`src/rtl/dp_ram_bist.sv`:
```
`default_nettype none
// ============================================================================
//  Module   : dp_ram_bist
//  Purpose  : March C- built-in self-test controller for one dual-port RAM.
//             Drives the RAM write/read ports, compares every read against
//             the expected background and reports pass/fail, the first
//             failing address/data and a saturating mismatch count.
//  Ports    : clk, rst           - clock, synchronous active-high reset
//             start              - begin a run (accepted in IDLE or DONE)
//             wr_en/wr_addr/w_data, rd_en/rd_addr/r_data - RAM interface
//             busy, done, pass   - run status
//             fail_addr/fail_data - first mismatch capture
//             err_cnt            - mismatch count, saturates at 255
//  Config   : DP_RAM_BIST_STOP_ON_FAIL_EN - when defined, the first mismatch
//             ends the run immediately and outstanding reads are discarded.
//  Revision : 1.0 - initial release
// ============================================================================
module dp_ram_bist #(
  parameter int ADDR_WIDTH = 4,
  parameter int DATA_WIDTH = 8,
  parameter int RD_LAT     = 1
) (
  input  logic                  clk,
  input  logic                  rst,
  input  logic                  start,
  output logic                  wr_en,
  output logic [ADDR_WIDTH-1:0] wr_addr,
  output logic [DATA_WIDTH-1:0] w_data,
  output logic                  rd_en,
  output logic [ADDR_WIDTH-1:0] rd_addr,
  input  logic [DATA_WIDTH-1:0] r_data,
  output logic                  busy,
  output logic                  done,
  output logic                  pass,
  output logic [ADDR_WIDTH-1:0] fail_addr,
  output logic [DATA_WIDTH-1:0] fail_data,
  output logic [7:0]            err_cnt
);

  localparam logic [1:0]            c_idle       = 2'd0;
  localparam logic [1:0]            c_run        = 2'd1;
  localparam logic [1:0]            c_drain      = 2'd2;
  localparam logic [1:0]            c_done       = 2'd3;
  localparam logic [ADDR_WIDTH-1:0] c_addr_top   = '1;
  localparam logic [2:0]            c_drain_last = 3'(RD_LAT - 1);

  logic [1:0]            r_state, w_state_nxt;
  logic [2:0]            r_elem, w_elem_nxt;
  logic [ADDR_WIDTH-1:0] r_addr, w_addr_nxt;
  logic                  r_phase, w_phase_nxt;
  logic [2:0]            r_drain_cnt;

  // Compare pipeline: read-valid, address and expected word travel
  // RD_LAT stages so the last stage lines up with r_data.
  logic                  r_pv [RD_LAT];
  logic [ADDR_WIDTH-1:0] r_pa [RD_LAT];
  logic [DATA_WIDTH-1:0] r_pe [RD_LAT];

  logic                  w_start_ok, w_active, w_mismatch, w_stop, w_last_op;
  logic                  w_two_ops, w_down, w_addr_end;
  logic                  w_op_valid, w_op_rd, w_op_bit;
  logic [7:0]            w_err_nxt;

  // Counters (r_elem, r_addr, r_phase) describe the op on the RAM port now.
  assign w_start_ok = start && (r_state == c_idle || r_state == c_done);
  assign w_active   = (r_state == c_run) || (r_state == c_drain);
  assign w_two_ops  = (r_elem != 3'd0) && (r_elem != 3'd5);
  assign w_down     = (r_elem >= 3'd3);
  assign w_addr_end = w_down ? (r_addr == '0) : (r_addr == c_addr_top);
  assign w_last_op  = (r_elem == 3'd5) && (r_addr == '0);
  assign w_mismatch = w_active && r_pv[RD_LAT-1] && (r_data != r_pe[RD_LAT-1]);

`ifdef DP_RAM_BIST_STOP_ON_FAIL_EN
  assign w_stop = w_mismatch;
`else
  assign w_stop = 1'b0;
`endif

  // ---------------- state register ----------------
  always_ff @(posedge clk) begin
    if (rst) r_state <= c_idle;
    else     r_state <= w_state_nxt;
  end

  // ---------------- next-state logic ----------------
  always_comb begin
    w_state_nxt = r_state;
    case (r_state)
      c_idle:  if (start) w_state_nxt = c_run;
      c_run:   if (w_stop) w_state_nxt = c_done;
               else if (w_last_op) w_state_nxt = c_drain;
      c_drain: if (w_stop || r_drain_cnt == c_drain_last) w_state_nxt = c_done;
      c_done:  if (start) w_state_nxt = c_run;
      default: w_state_nxt = c_idle;
    endcase
  end

  // ---------------- output / sequencer logic ----------------
  // Computes the op for the next cycle so every RAM-side output is a flop.
  always_comb begin
    w_elem_nxt  = r_elem;
    w_addr_nxt  = r_addr;
    w_phase_nxt = r_phase;
    if (w_start_ok) begin
      w_elem_nxt  = 3'd0;
      w_addr_nxt  = '0;
      w_phase_nxt = 1'b0;
    end else if (r_state == c_run) begin
      if (w_two_ops && !r_phase) begin
        w_phase_nxt = 1'b1;
      end else begin
        w_phase_nxt = 1'b0;
        if (w_addr_end) begin
          w_elem_nxt = r_elem + 3'd1;
          // Elements 3..5 walk downward, so they start at the top address.
          w_addr_nxt = (r_elem >= 3'd2) ? c_addr_top : '0;
        end else begin
          w_addr_nxt = w_down ? (r_addr - 1'b1) : (r_addr + 1'b1);
        end
      end
    end
    w_op_valid = (w_state_nxt == c_run);
    w_op_rd    = (w_elem_nxt == 3'd5) || ((w_elem_nxt != 3'd0) && !w_phase_nxt);
    // Reads expect ones in M2/M4; writes store ones in M1/M3.
    w_op_bit   = w_op_rd ? ((w_elem_nxt == 3'd2) || (w_elem_nxt == 3'd4))
                         : ((w_elem_nxt == 3'd1) || (w_elem_nxt == 3'd3));
    if (w_start_ok)
      w_err_nxt = 8'd0;
    else if (w_mismatch && err_cnt != 8'hFF)
      w_err_nxt = err_cnt + 8'd1;
    else
      w_err_nxt = err_cnt;
  end

  // ---------------- datapath registers ----------------
  always_ff @(posedge clk) begin
    if (rst) begin
      r_elem      <= 3'd0;
      r_addr      <= '0;
      r_phase     <= 1'b0;
      r_drain_cnt <= 3'd0;
      wr_en       <= 1'b0;
      rd_en       <= 1'b0;
      wr_addr     <= '0;
      rd_addr     <= '0;
      w_data      <= '0;
      busy        <= 1'b0;
      done        <= 1'b0;
      pass        <= 1'b0;
      fail_addr   <= '0;
      fail_data   <= '0;
      err_cnt     <= 8'd0;
    end else begin
      r_elem      <= w_elem_nxt;
      r_addr      <= w_addr_nxt;
      r_phase     <= w_phase_nxt;
      r_drain_cnt <= (r_state == c_drain) ? (r_drain_cnt + 3'd1) : 3'd0;
      wr_en       <= w_op_valid && !w_op_rd;
      rd_en       <= w_op_valid && w_op_rd;
      if (w_op_valid) begin
        wr_addr <= w_addr_nxt;
        rd_addr <= w_addr_nxt;
        w_data  <= {DATA_WIDTH{w_op_bit}};
      end
      busy    <= (w_state_nxt == c_run) || (w_state_nxt == c_drain);
      done    <= (w_state_nxt == c_done);
      err_cnt <= w_err_nxt;
      if (w_start_ok) begin
        pass      <= 1'b0;
        fail_addr <= '0;
        fail_data <= '0;
      end else begin
        if (w_mismatch && err_cnt == 8'd0) begin
          fail_addr <= r_pa[RD_LAT-1];
          fail_data <= r_data;
        end
        // Uses the post-update count so a mismatch on the final compare counts.
        if (w_state_nxt == c_done && r_state != c_done)
          pass <= (w_err_nxt == 8'd0);
      end
    end
  end

  // ---------------- compare pipeline ----------------
  always_ff @(posedge clk) begin
    if (rst || w_start_ok || w_stop) begin
      for (int i = 0; i < RD_LAT; i++) begin
        r_pv[i] <= 1'b0;
        r_pa[i] <= '0;
        r_pe[i] <= '0;
      end
    end else begin
      // During a read, w_data carries the expected background word.
      r_pv[0] <= rd_en;
      r_pa[0] <= rd_addr;
      r_pe[0] <= w_data;
      for (int i = 1; i < RD_LAT; i++) begin
        r_pv[i] <= r_pv[i-1];
        r_pa[i] <= r_pa[i-1];
        r_pe[i] <= r_pe[i-1];
      end
    end
  end

endmodule
`default_nettype wire

```
`config.mk`:
```
export PLATFORM = sky130hd
export DESIGN_NAME = dp_ram_bist
export DESIGN_NICKNAME = d
export VERILOG_FILES = /design/src/rtl/dp_ram_bist.sv
export SDC_FILE = /design/constraint.sdc
export NUM_CORES = 1
export LEC_CHECK = 0
export CELL_PAD_IN_SITES_DETAIL_PLACEMENT = 1
export CELL_PAD_IN_SITES_GLOBAL_PLACEMENT = 1
export CORE_MARGIN = 1.5
export CORE_UTILIZATION = 36
export DETAILED_ROUTE_END_ITERATION = 6
export PLACE_DENSITY = 0.76
export SLEW_MARGIN = 15
export SYNTH_ARGS = -nofsm -noshare
export SYNTH_HDL_FRONTEND = slang
export SYNTH_SLANG_ARGS = --single-unit
```
`constraint.sdc`:
```
create_clock -name clk -period 4.8 [get_ports clk]
set_clock_uncertainty 0.2 [all_clocks]
set_input_delay 0.96 -clock clk [delete_from_list [all_inputs] [get_ports clk]]
set_output_delay 0.96 -clock clk [all_outputs]
set_load 0.01 [all_outputs]
```
==> results by group, run 1 <==
Routing
  – Antenna Nets Post-Route: 0
  – Aggregate routed wire length: 6290 um
  – Post-route DRC: 0
  – Via-to-Cell Ratio: 5.01
  – Drt wl/cell: 14.9 um
  – First DRT Iteration DRCs: 53
  – Via count: 2108
  – DRT Pass-1 Iters: 4

Cells and area
  – Fraction of layout cells with a size suffix above 1: 6.46%
  – Fin nets: 354
  – Most frequent cells in the layout: clkdlybuf4s50_1, dfxtp_1, nor2_1
  – ANT cells: 0
  – Core Util, Final: 46.3%
  – Finished Layout Cells: 421
  – Layout area overhead: 22.7%
  – Fill cells: 819
  – Commonest non-fill, non-tap cell in the layout: clkdlybuf4s50_1

Yosys
  – Area leader, netlist: dfxtp_1
  – Synth Warn #: 0
  – Synthesized flop and latch total: 49
  – Post-synthesis sequential area ratio: 37.9%
  – EDFF count, synth: 0
  – Syn Inst Count: 286
  – Top-area cell type share of the netlist area: 37.9%
  – Top_reg_cell synth: dfxtp_1
  – Mapped cell area: 2590 um^2
  – Mean post-synth cell area: 9.06 um^2
  – Area contributors post-synth: dfxtp_1, ha_1, nor2_1
  – Async SR Flop Fraction: 0%
  – Post-synth cell types: 56
  – Synthesized Nets: 315

Global routing
  – Grt total ovfl: 0
  – First-pass GRT wire length: 10200 um
  – Number of global-route vias before repair: 2112
  – Total GRT Usage: 16.6%
  – Largest net degree at the start of global routing: 25
  – Antenna violations before repair: 0

Min path
  – WHS Path Cells: 1
  – Type of the worst min-delay path: reg -> reg
  – Hold EP: r_drain_cnt[0]
  – Hold Crit Start: r_drain_cnt[0]

STA
  – Final setup fails: 0
  – RSZ-0062 raised after global routing: no
  – FMAX: 323 MHz
  – Setup TNS: 0 ns
  – Period Utilization, post-route: 64.5%
  – Worst slew pin tran: 0.716 ns
  – Post-layout min period: 3.10 ns
  – Final hold viol count: 0
  – Slew Viols, Final: 0
  – Post-route setup slack: 1.70 ns
  – Worst relative slew slack: 52.2%

Critical path
  – Critical path type: in -> reg
  – Crit path max fanout: 24
  – Worst EP required: 4.81 ns
  – Reg-to-Reg End: rd_addr[3]
  – Setup crit end kind: flip-flop
  – Reg-to-reg slack, setup: 1.82 ns
  – Crit-path cells: clkdlybuf4s50_1 > inv_1 > nand2_1 > buf_4 > nor2_1 > nand4b_1 > o21a_1 > o31ai_1
  – Slowest-stage cell, CP: clkdlybuf4s50_1
  – R2R depth: 11
  – CP peak stage delay: 0.72 ns
  – Worst R2R Start: r_elem[2]
  – Crit path DAT: 3.10 ns
  – Critical Path Source Type: input pin

Outcome
  – Status: finished, final reports clean

CTS
  – Clock Path Buffers: 2
  – CTS clk-pin slew, worst paths: 0.09 ns
  – Clock Sinks: 49
  – Inserted Clock Buffers: 5
  – CTS resizes: 0
  – CTS tree: built
  – Post-CTS Hold Fix Bufs: 0
  – Postcts setup bufs: 0
  – CTS root buf: clkbuf_8
  – Htree depth: 2
  – Clk_lat worst skew: 0.30 ns

Floorplan
  – Die H: 87.8 um
  – Die W: 87.8 um
  – Row Count: 30
  – CORE AREA: 6870 um^2
  – I/O pin count: 52
  – Die footprint: 7710 um^2
  – Starting Density: 37.7%

Job
  – Max Cap Viol: 0

Pwr
  – Peak supply drop: 156 uV
  – Pwr per Cell Area: 366 nW/um^2
  – Pleak: 1.18 nW

Place
  – IO buf count: 51
  – Gpl congestion: 0.800
  – Hpwl dp: 4750 um
  – Dpl ws: 1.41 ns
  – DP Cell Count: 414
per-layer routing:
metal  wire length, um  track usage, %  part of all wire, %  vias up
met5                 0               0                    0        -
met4                51            3.32                 0.81        0
met3               198            3.20                  3.1        6
met2              3020            29.0                   48       33
met1              3020            21.3                   48     1016
li1                  -               -                    -     1053
registers in the layout (all words and copies together) (netlist names), 2 cells and up:
name and count:
err_cnt 8, fail_data 8, fail_addr 4, r_addr 4
r_pa 4, rd_addr 4, r_drain_cnt 3, r_elem 3
r_state 2
power breakdown:
part           leakage (nW)  internal [mW]  total, mW  switching, mW
logic                 0.738          0.191      0.438          0.247
clock network        0.0443          0.115      0.246          0.131
registers             0.397          0.447      0.479         0.0317
layout make-up:
cell class | count | area, um^2 | share of cell area (%)
clock buffer | 7 | 86.3 | 2.72
inverter | 17 | 63.8 | 2.01
multi-input combinational | 200 | 1410 | 44.3
sequential | 49 | 981 | 30.9
tap | 96 | 120 | 3.78
timing repair buffer | 52 | 518 | 16.3
stage by stage:
stage | cell area [um^2] | power, mW | hold slack [ns]
floorplan | 2590 | 0.798 | 0.217
global placement | 3090 | 0.915 | 0.230
detailed placement | 3090 | 0.929 | 0.242
CTS | 3180 | 1.18 | 0.259
global route | 3180 | 1.25 | 0.278
finish | 3180 | 1.16 | 0.248
Yosys cell counts, drive strengths merged (5+ instances only):
master and instances:
and3 9, and2 6, xnor2 7, nand2 11, dfxtp 49, a21oi 14, mux2i 17, nor3 8
nor2 44, inv 17, a211oi 5, buf 14, ha 17, clkbuf 5, nand3 10
cells by family after synthesis:
logic type | count (synthesis) | synth area share, %
xor gates and xnor gates | 11 | 3.72
and+or+nand+nor | 108 | 20.8
muxes | 18 | 7.49
buffers and inverters | 37 | 7.73
adders and majority gates | 18 | 8.99
DFF | 49 | 37.9
AOI/OAI and AO/OA | 45 | 13.4
critical path: cells and delay by family:
kind,cells,cell delay (ns)
AOI/OAI and AO/OA,2,0.41
and+or+nand+nor,3,0.37
buffers and inverters,3,1.35
worst max path at each step:
stage,startpoint,to,slack [ns],depth (start not counted)
2_1_floorplan,start,rd_addr[3],1.96,7
3_3_place_gp,rst,pass,1.39,8
3_5_place_dp,rst,pass,1.41,8
4_1_cts,rst,pass,1.72,8
5_1_grt,rst,pass,1.50,8
6_report,rst,pass,1.70,8
Note: power is estimated with default switching activity, not from simulation.
==> run 2: changes to the inputs <==
--- a/config.mk
+++ b/config.mk
@@ -8,9 +8,9 @@
 export CELL_PAD_IN_SITES_DETAIL_PLACEMENT = 1
 export CELL_PAD_IN_SITES_GLOBAL_PLACEMENT = 1
 export CORE_MARGIN = 1.5
-export CORE_UTILIZATION = 36
+export CORE_UTILIZATION = 35
 export DETAILED_ROUTE_END_ITERATION = 6
-export PLACE_DENSITY = 0.76
+export PLACE_DENSITY = 0.77
 export SLEW_MARGIN = 15
 export SYNTH_ARGS = -nofsm -noshare
 export SYNTH_HDL_FRONTEND = slang
==> constraint.sdc (replaced) <==
create_clock -name clk -period 2.56 [get_ports clk]
set_clock_uncertainty 0.2 [all_clocks]
set_input_delay 0.512 -clock clk [delete_from_list [all_inputs] [get_ports clk]]
set_output_delay 0.512 -clock clk [all_outputs]
set_load 0.01 [all_outputs]
==> run 2 against run 1 <==
- cell area is 11% higher
- clock power is 130% higher
- sequential power is 85% higher
- setup slack got worse by 1.7 ns
- critical path depth is 2 higher
- die area up 2.8%
- utilization up 2.5 points
- via count up 6.8%
- critical path type is now reg -> reg
- critical endpoint unchanged
- largest cell class unchanged
==> results by group, run 2 (synthesis gave the netlist of run 1 again) <==
STA
  – Period Utilization, post-route: 98.0%
  – Slew Viols, Final: 0 (unchanged)
  – Worst relative slew slack: 68.1% (+16 points)
  – RSZ-0062 raised after global routing: yes
  – Worst slew pin tran: 0.475 ns (-0.242 ns)
  – Final hold viol count: 0 (unchanged)
  – Final setup fails: 0 (unchanged)
  – Post-layout min period: 2.51 ns
  – Final hold slack: 0.256 ns (+0.00750 ns)
  – Setup TNS: 0 ns (unchanged)
  – Post-route setup slack: 0.0506 ns (-1.65 ns)
  – FMAX: 399 MHz

CTS
  – Clock Sinks: 49 (unchanged)
  – Clock Path Buffers: 2 (unchanged)
  – Htree depth: 2 (unchanged)
  – Inserted Clock Buffers: 5 (unchanged)
  – Clk_lat worst skew: 0.31 ns (about the same)
  – CTS tree: built
  – CTS clk-pin slew, worst paths: 0.10 ns (about the same)
  – Post-CTS Hold Fix Bufs: 0 (unchanged)
  – CTS root buf: clkbuf_8

Cells and area
  – Fraction of layout cells with a size suffix above 1: 17.8% (+11 points)
  – ANT cells: 0 (unchanged)
  – Most frequent cells in the layout: clkdlybuf4s50_1, dfxtp_1, nor2_1
  – Area occupied by registers: 987 um^2 (+0.64%)
  – Final instance area: 3520 um^2 (+11%)
  – Commonest non-fill, non-tap cell in the layout: clkdlybuf4s50_1
  – Core Util, Final: 48.8% (+2.5 points)
  – Fill cells: 856 (+4.5%)
  – Finished Layout Cells: 453 (+7.6%)
  – Fin nets: 382 (+7.9%)
  – Largest regs: err_cnt x8, fail_data x8
  – Layout area overhead: 35.8%
  – Multi-input gate area: 1470 um^2 (+4.4%)

Floorplan
  – Die W: 89.0 um (+1.4%)
  – Die footprint: 7920 um^2 (+2.8%)
  – I/O pin count: 52 (unchanged)
  – CORE AREA: 7210 um^2 (+5.0%)
  – Row Count: 31 (+3.3%)
  – Starting Density: 35.9% (-1.8 points)
  – Die H: 89.0 um (+1.4%)

Pwr
  – Peak supply drop: 399 uV (+160%)
  – Pleak: 1.35 nW (+15%)
  – Pwr per Cell Area: 725 nW/um^2 (+98%)
  – NetSw: 885 uW (+120%)
  – Overall Power: 2.55 mW (+120%)
  – Int Power: 1.67 mW (+120%)
  – Logic gate share of total power: 42.7% (+5.0 points)
  – Clock share of power: 22.6% (+1.4 points)
  – Sw frac: 34.7% (-0.59 points)
  – Sequential share of power: 34.7% (-6.5 points)

Critical path
  – Critical Path Source Type: flip-flop
  – Crit path DAT: 2.53 ns (-0.57 ns)
  – Crit path max fanout: 2 (-92%)
  – Reg-to-reg slack, setup: 0.05 ns (-1.77 ns)
  – Critical path type: reg -> reg
  – Worst EP required: 2.58 ns (-2.23 ns)
  – Setup crit end kind: flip-flop

Routing
  – DR WL met3: 195 um (-1.5%)
  – Antenna Nets Post-Route: 0 (unchanged)
  – Top routing layer used: met4
  – Post-route DRC: 0 (unchanged)
  – Aggregate routed wire length: 6810 um (+8.3%)
  – DR WL met2: 3540 um (+17%)
  – First DRT Iteration DRCs: 67 (+26%)
  – Via-to-Cell Ratio: 4.97 (-0.72%)
  – Met1 WL: 2980 um (-1.4%)
  – Via count: 2252 (+6.8%)
  – DRT Pass-1 Iters: 4 (unchanged)
  – Drt wl/cell: 15.0 um (+0.65%)

Place
  – Dpl ws: -0.147 ns (-1.56 ns)
  – Placed cell area: 3350 um^2 (+8.3%)
  – IO buf count: 51 (unchanged)
  – Gpl congestion: 0.848 (+5.9%)
  – DP Cell Count: 442 (+6.8%)
  – Hpwl dp: 5210 um (+9.7%)

Global routing
  – Grt total ovfl: 0 (unchanged)
  – First-pass GRT wire length: 11200 um (+10%)
  – Antenna violations before repair: 0 (unchanged)
  – Number of global-route vias before repair: 2370 (+12%)
  – Total GRT Usage: 18.1% (+1.5 points)
  – Largest net degree at the start of global routing: 24 (-4.0%)

Outcome
  – Status: finished, final reports clean

Job
  – Max Cap Viol: 0 (unchanged)

Min path
  – Type of the worst min-delay path: reg -> reg
==> run 2: cell types whose count changed in the layout (fill, tap and decap cells not counted), sizes merged <==
cell	change
buf	+28
clkbuf	-2
bufinv	+1
clkinv	+1
clkinvlp	+1
==> run 2: worst paths after layout <==
kind	from	endpoint	depth (start not counted)
min reg2reg	r_drain_cnt[0]	r_drain_cnt[0]	1
max reg2reg	r_addr[1]	pass	10
min	r_drain_cnt[0]	r_drain_cnt[0]	1
max	r_addr[1]	pass	10
==> run 2: worst max-delay path, stage by stage (launching register included) <==
cell,delay [ns]
dfxtp_1,0.33
or4_4,0.54
nand2b_4,0.16
a32o_1,0.26
inv_1,0.07
ha_1,0.17
nand2b_1,0.09
nor2_2,0.11
nand4b_1,0.10
o21a_1,0.21
o31ai_2,0.18
==> run 2: cell type report <==
class / count / share of cell area, %
flip-flops and latches: 49 / 28.1
inverters: 17 / 1.81
clock inverters: 3 / 1.32
clock buffers: 5 / 1.96
repair buffers: 80 / 21.5
well taps: 99 / 3.52
multi-input cells: 200 / 41.8
==> run 2: timing repair <==
item | CTS | global route
resized for setup | 2 | 5
buffers inserted | 0 | 3
pin swaps | 1 | 3
endpoints found under the setup margin | 1 | 4
==> run 2: power groups by stage <==
stage | registers (mW) | logic [mW] | clock network (mW)
finish | 0.885 | 1.09 | 0.578
global route | 0.895 | 1.19 | 0.628
global placement | 0.900 | 1.03 | 0
floorplan | 0.918 | 0.575 | 0
CTS | 0.885 | 1.09 | 0.596
detailed placement | 0.902 | 1.08 | 0
==> run 2: per-layer routing <==
metal / vias to the layer above / GRT usage (%)
li1: 1112 / -
met1: 1094 / 21.5
met2: 34 / 32.9
met3: 12 / 3.51
met4: 0 / 5.59
met5: - / 0
==> run 3: changes to the inputs <==
--- a/config.mk
+++ b/config.mk
@@ -10,7 +10,7 @@
 export CORE_MARGIN = 1.5
 export CORE_UTILIZATION = 35
 export DETAILED_ROUTE_END_ITERATION = 6
-export PLACE_DENSITY = 0.77
+export PLACE_DENSITY = 0.78
 export SLEW_MARGIN = 15
 export SYNTH_ARGS = -nofsm -noshare
 export SYNTH_HDL_FRONTEND = slang
==> run 3 against run 2 <==
- count of clock-buffer cells in the layout unchanged
- cell area down 0.71%
- total power down 1.0%
- hold slack better by 0.0065 ns
- sequential power up 1%
- sequential share of layout area up 0.27 points
- largest power group unchanged
- setup slack better by 0.031 ns
==> results by group, run 3 (synthesis gave the netlist of run 1 again) <==
CTS
  – Inserted Clock Buffers: 5 (unchanged)
  – Clk_lat worst skew: 0.31 ns (about the same)
  – Post-CTS Hold Fix Bufs: 0 (unchanged)
  – CTS root buf: clkbuf_8
  – Clock Sinks: 49 (unchanged)
  – Clock Path Buffers: 2 (unchanged)
  – CTS tree: built
  – Htree depth: 2 (unchanged)
  – CTS clk-pin slew, worst paths: 0.11 ns (about the same)

Critical path
  – CP peak stage delay: 0.41 ns (-0.13 ns)
  – Worst R2R Start: r_state[0]
  – Setup crit end kind: flip-flop
  – Worst EP required: 2.60 ns (+0.02 ns)
  – Slowest-stage cell, CP: dfxtp_2
  – Critical path type: reg -> reg
  – Crit path DAT: 2.52 ns (about the same)
  – Critical Path Source Type: flip-flop
  – Crit path max fanout: 6 (+4)
  – Worst Setup SP: r_state[0]
  – Crit-path cells: inv_1 > ha_1 > nand2_1 > a31oi_1 > a31o_2 > ha_4 > nand2b_4 > nor2_4 > nand4b_1 > o21a_1 > o31ai_1

Floorplan
  – Starting Density: 35.9% (unchanged)
  – Die W: 89.0 um (unchanged)
  – Die H: 89.0 um (unchanged)
  – I/O pin count: 52 (unchanged)
  – Die footprint: 7920 um^2 (unchanged)
  – CORE AREA: 7210 um^2 (unchanged)
  – Row Count: 31 (unchanged)

Routing
  – Antenna Nets Post-Route: 0 (unchanged)
  – Via-to-Cell Ratio: 5.00 (+0.62%)
  – DRT Pass-1 Iters: 4 (unchanged)
  – Aggregate routed wire length: 6950 um (+2.0%)
  – Via count: 2241 (-0.49%)
  – First DRT Iteration DRCs: 46 (-31%)
  – Drt wl/cell: 15.5 um (+3.1%)
  – Post-route DRC: 0 (unchanged)

Cells and area
  – Layout area overhead: 34.9%
  – Fin nets: 377 (-1.3%)
  – Final instance area: 3490 um^2 (-0.71%)
  – Fraction of layout cells with a size suffix above 1: 18.9% (+1.1 points)
  – Commonest non-fill, non-tap cell in the layout: clkdlybuf4s50_1
  – Most frequent cells in the layout: clkdlybuf4s50_1, dfxtp_1, nor2_1
  – Largest regs: err_cnt x8, fail_data x8
  – Fill cells: 871 (+1.8%)
  – ANT cells: 0 (unchanged)

STA
  – FMAX: 404 MHz (+1.3%)
  – Period Utilization, post-route: 96.8% (-1.2 points)
  – Worst slew pin tran: 0.489 ns (+0.0139 ns)
  – Slew Viols, Final: 0 (unchanged)
  – Final hold viol count: 0 (unchanged)
  – Final setup fails: 0 (unchanged)
  – Worst relative slew slack: 67.2% (-0.94 points)
  – Post-layout min period: 2.48 ns (-0.0313 ns)

Pwr
  – Sw frac: 37.1% (+2.5 points)
  – NetSw: 938 uW (+6.0%)
  – Sequential share of power: 35.5% (+0.8 points)
  – Peak supply drop: 361 uV (-9.5%)
  – Logic gate share of total power: 45.1% (+2.4 points)
  – Int Power: 1.59 mW (-4.8%)
  – Pleak: 1.31 nW (-2.8%)
  – Overall Power: 2.52 mW (-1.0%)
  – Pwr per Cell Area: 723 nW/um^2 (-0.32%)
  – Clock share of power: 19.3% (-3.3 points)

Global routing
  – Number of global-route vias before repair: 2312 (-2.4%)
  – Total GRT Usage: 18.1% (+0.028 points)
  – Antenna violations before repair: 0 (unchanged)
  – First-pass GRT wire length: 11100 um (-0.86%)
  – Grt total ovfl: 0 (unchanged)
  – Largest net degree at the start of global routing: 24 (unchanged)

Job
  – Max Cap Viol: 0 (unchanged)

Outcome
  – Status: finished, final reports clean

Place
  – Placed cell area: 3330 um^2 (-0.67%)
  – IO buf count: 51 (unchanged)
  – Gpl congestion: 0.810 (-4.4%)
  – Hpwl dp: 5140 um (-1.3%)

Min path
  – Type of the worst min-delay path: reg -> reg
  – Hold Crit Start: r_drain_cnt[0]
## run 3: repair_timing
| item | 4_1_cts | 5_1_grt |
|---|---|---|
| buffers inserted | 0 | 1 |
| endpoints found under the setup margin | 1 | 5 |
| pin swaps | 0 | 9 |
| gates resized for setup | 2 | 12 |
## run 3: through the flow
step	std cells	utilization, %	hold slack [ns]	setup WS [ns]	TNS, ns
2_1_floorplan	286	-	0.217	0.0109	0
3_3_place_gp	439	46.1	0.231	0.0150	0
3_5_place_dp	439	46.1	0.249	-0.0887	-0.143
4_1_cts	447	47.5	0.267	0.0107	0
5_1_grt	448	48.4	0.296	-0.0642	-0.0642
6_report	448	48.4	0.262	0.0819	0
## run 3: worst paths after layout
| kind | to | slack (ns) | cells past startpoint |
|---|---|---|---|
| worst max-delay path | pass | 0.08 | 11 |
| worst min-delay path | r_drain_cnt[0] | 0.26 | 1 |
| worst max register to register | pass | 0.08 | 11 |
| worst min register to register | r_drain_cnt[0] | 0.26 | 1 |
## run 3: layout make-up
class	instances	area, um^2	area share [%]
flip-flops and latches	49	990	28.3
clock buffers	5	68.8	1.97
repair buffers	75	716	20.5
well taps	99	124	3.55
clock inverters	3	21.3	0.609
inverters	17	63.8	1.83
multi-input cells	200	1510	43.2
## run 3: critical path: cells and delay by family (launching register included)
kind | cells | cell delay (ns)
compound gates | 4 | 0.81
fa+ha+maj | 2 | 0.51
buf+inv | 1 | 0.07
flops | 1 | 0.41
simple gates | 4 | 0.38
## run 3: metal layers
metal,wire length (um),track usage (%)
met3,180,2.31
met2,3630,33.3
met5,0,0
met4,103,5.87
met1,3030,21.9
## run 3: power by group through the flow
stage                     registers [mW]  clock network (mW)  logic [mW]
after detailed placement           0.910                   0        1.00
final                              0.897               0.488        1.14
after floorplan                    0.918                   0       0.575
after global placement             0.908                   0       0.967
after CTS                          0.893               0.497        1.03
after global routing               0.909               0.535        1.24
==> patch, RTL diff (config.mk and constraints of run 2) <==
Put one more register stage on the output `rd_addr`, cleared by the reset. The value now appears one clock later. The other outputs are not delayed to match.
--- a/src/rtl/dp_ram_bist.sv
+++ b/src/rtl/dp_ram_bist.sv
@@ -44,6 +44,8 @@
   localparam logic [ADDR_WIDTH-1:0] c_addr_top   = '1;
   localparam logic [2:0]            c_drain_last = 3'(RD_LAT - 1);
 
+  logic [ADDR_WIDTH-1:0] rd_addr_s0;
+
   logic [1:0]            r_state, w_state_nxt;
   logic [2:0]            r_elem, w_elem_nxt;
   logic [ADDR_WIDTH-1:0] r_addr, w_addr_nxt;
@@ -142,7 +144,7 @@
       wr_en       <= 1'b0;
       rd_en       <= 1'b0;
       wr_addr     <= '0;
-      rd_addr     <= '0;
+      rd_addr_s0  <= '0;
       w_data      <= '0;
       busy        <= 1'b0;
       done        <= 1'b0;
@@ -159,7 +161,7 @@
       rd_en       <= w_op_valid && w_op_rd;
       if (w_op_valid) begin
         wr_addr <= w_addr_nxt;
-        rd_addr <= w_addr_nxt;
+        rd_addr_s0 <= w_addr_nxt;
         w_data  <= {DATA_WIDTH{w_op_bit}};
       end
       busy    <= (w_state_nxt == c_run) || (w_state_nxt == c_drain);
@@ -192,7 +194,7 @@
     end else begin
       // During a read, w_data carries the expected background word.
       r_pv[0] <= rd_en;
-      r_pa[0] <= rd_addr;
+      r_pa[0] <= rd_addr_s0;
       r_pe[0] <= w_data;
       for (int i = 1; i < RD_LAT; i++) begin
         r_pv[i] <= r_pv[i-1];
@@ -202,6 +204,14 @@
     end
   end
 
+  always_ff @(posedge clk) begin
+    if (rst) begin
+      rd_addr <= '0;
+    end else begin
+      rd_addr <= rd_addr_s0;
+    end
+  end
+
 endmodule
 `default_nettype wire
 
Check against the original RTL: not equivalent (Yosys sat finds a counterexample within 4 cycles, from zero or initial values and one cycle with rst high).
==> patch against run 2 <==
- the flow now finishes with violations (negative setup slack)
- non-clock buffer count up 9
- count of clock-buffer cells in the layout did not move
- cell area rose by 5.9%
- sequential cell count up 4
- combinational power fell by 5%
- synthesized area increased by 3.3%
- maximum frequency fell by 8.8%
- sequential share of layout area grew 0.51 points
- global-route usage increased by 0.26 points
- first-iteration DRC count shrank 3.0%
- total power is 2.1% lower
- wire length rose by 5.5%
- highest routed layer unchanged
- worst setup slack got worse by 0.24 ns
- largest power group unchanged
==> patch: results (changes against run 2) <==
* Crit Path Max Fanout at 4 (was 2)
* Max VDD drop at 520 µV (was 399 µV)
* First drt pass iteration count at 4 (unchanged)
* Vias per cell at 4.92 (was 4.97)
* CTS Root Cell: clkbuf_8 (unchanged)
* End-of-flow core utilization at 0.508 (was 0.488)
* Status: finished, violations left (was finished, final reports clean)
* Maximum clock path buffer count at 2 (unchanged)
* Fin crit share at 1.07 (was 0.980)
* Fin worst setup slack at -0.191 ns (was 0.0506 ns)
* First-pass GRT wire length at 12.1 mm (was 11.2 mm)
* Fill cells at 826 (was 856)
* I/O Buffers at 51 (unchanged)
* 1st-iter DRT viols at 65 (was 67)
* Gpl congestion at 0.874 (was 0.848)
* Synth cell types at 61 (was 56)
* DPL Wire Length at 5.47 mm (was 5.21 mm)
* Max_slew headroom at 0.639 (was 0.681)
* Setup violators final at 2 (was 0)
* Vias in the first global route at 2472 (was 2370)
* DP Area at 3470 µm² (was 3350 µm²)
* Sw frac at 0.351 (was 0.347)
* Post-Synthesis Cells at 287 (was 286)
* Gr usage total at 0.184 (was 0.181)
* Setup TNS at -0.193 ns (was 0 ns)
* Ratio of cells with drive above 1 in the final layout at 0.237 (was 0.178)
* Failing checks: negative setup slack
* Endpoint arrival time on the critical path at 2.79 ns (was 2.53 ns)
* Synth Net Count at 316 (was 315)
* Nets at 395 (was 382)
* Post-synthesis sequential area ratio at 0.397 (was 0.379)
* Placed Instances at 453 (was 442)
* Clk slew on worst S/H paths at 0.10 ns (about the same)
* Largest net degree at the start of global routing at 20 (was 24)
* Post-route insts no fill at 466 (was 453)
* DR WL/cell at 15.4 µm (was 15.0 µm)
* Pleak at 1.43 nW (was 1.35 nW)
* Most frequent cells after synthesis: dfxtp_1, nor2_1, inv_1 (was dfxtp_1, nor2_1, ha_1, inv_1, mux2i_1)
* Ant. Diodes at 0 (unchanged)
* Top cells by area, synth: dfxtp_1, ha_1, nor2_1 (unchanged)
[patch: changes by cell type in the layout (fill, tap and decap cells not counted), sizes merged, moves of 5 or more]
cell | before | now
and3 | 9 | 1
nand2b | 4 | 9
buf | 29 | 38
a31oi | 1 | 6
nor3 | 8 | 3
[patch: power groups by stage]
stage               clock network [W]  registers [W]  logic, W
floorplan                           0        0.00100  0.000518
finish                       0.000488       0.000965   0.00104
detailed placement                  0       0.000982   0.00101
global placement                    0       0.000978  0.000969
global route                 0.000530       0.000975   0.00117
CTS                          0.000508       0.000966   0.00104
[patch: cell families (layout without fill, tap and decap cells)]
logic type      Yosys count  in the layout  share of synthesized area
simple gates            106            106                      0.206
flops                    53             53                      0.397
compound gates           45             45                      0.131
buf+inv                  36            116                     0.0688
fa+ha+maj                18             18                     0.0870
mux                      17             17                     0.0711
xor+xnor                 12             12                     0.0393
[patch: path summary, 6_finish.rpt]
path,start,end,slack (ns),cells after the start
worst max-delay path,r_data[5],pass,-0.19,7
worst max register to register,r_addr[2],pass,-0.08,8
worst min-delay path,r_drain_cnt[0],r_drain_cnt[0],0.27,1
worst min register to register,r_drain_cnt[0],r_drain_cnt[0],0.27,1
[patch: area by class of cell]
type / instances / area share
Sequential cell: 53 / 0.286
Timing Repair Buffer: 89 / 0.218
Tap cell: 99 / 0.0332
Clock buffer: 5 / 0.0185
Inverter: 19 / 0.0191
Multi-Input combinational cell: 198 / 0.420
Clock inverter: 3 / 0.00571
[patch: worst max-delay path, cell delays in order]
cell and delay (ns):
clkdlybuf4s50_1 0.45, nor4_1 0.53, a31oi_4 0.21, o211a_4 0.19
mux2_4 0.30, a2111o_1 0.39, o31ai_2 0.20
[patch: what timing repair did]
item,4_1_cts,5_1_grt
buffers inserted,2,3
gates resized for setup,5,17
endpoints found under the setup margin,6,19
pin swaps,2,12
[patch: per-stage QoR]
| stage | worst slack (ns) | hold slack [ns] |
|---|---|---|
| 6_report | -0.191 | 0.270 |
| 5_1_grt | -0.261 | 0.293 |
| 4_1_cts | -0.0948 | 0.273 |
| 3_5_place_dp | -0.371 | 0.251 |
| 3_3_place_gp | -0.314 | 0.230 |
| 2_1_floorplan | -0.0201 | 0.217 |
[patch: routing by layer]
layer,track usage,up-vias,share of wire
met5,0,-,0
met4,0.0595,0,0.016
met3,0.0387,10,0.034
met2,0.346,45,0.53
met1,0.203,1114,0.42
li1,-,1125,-
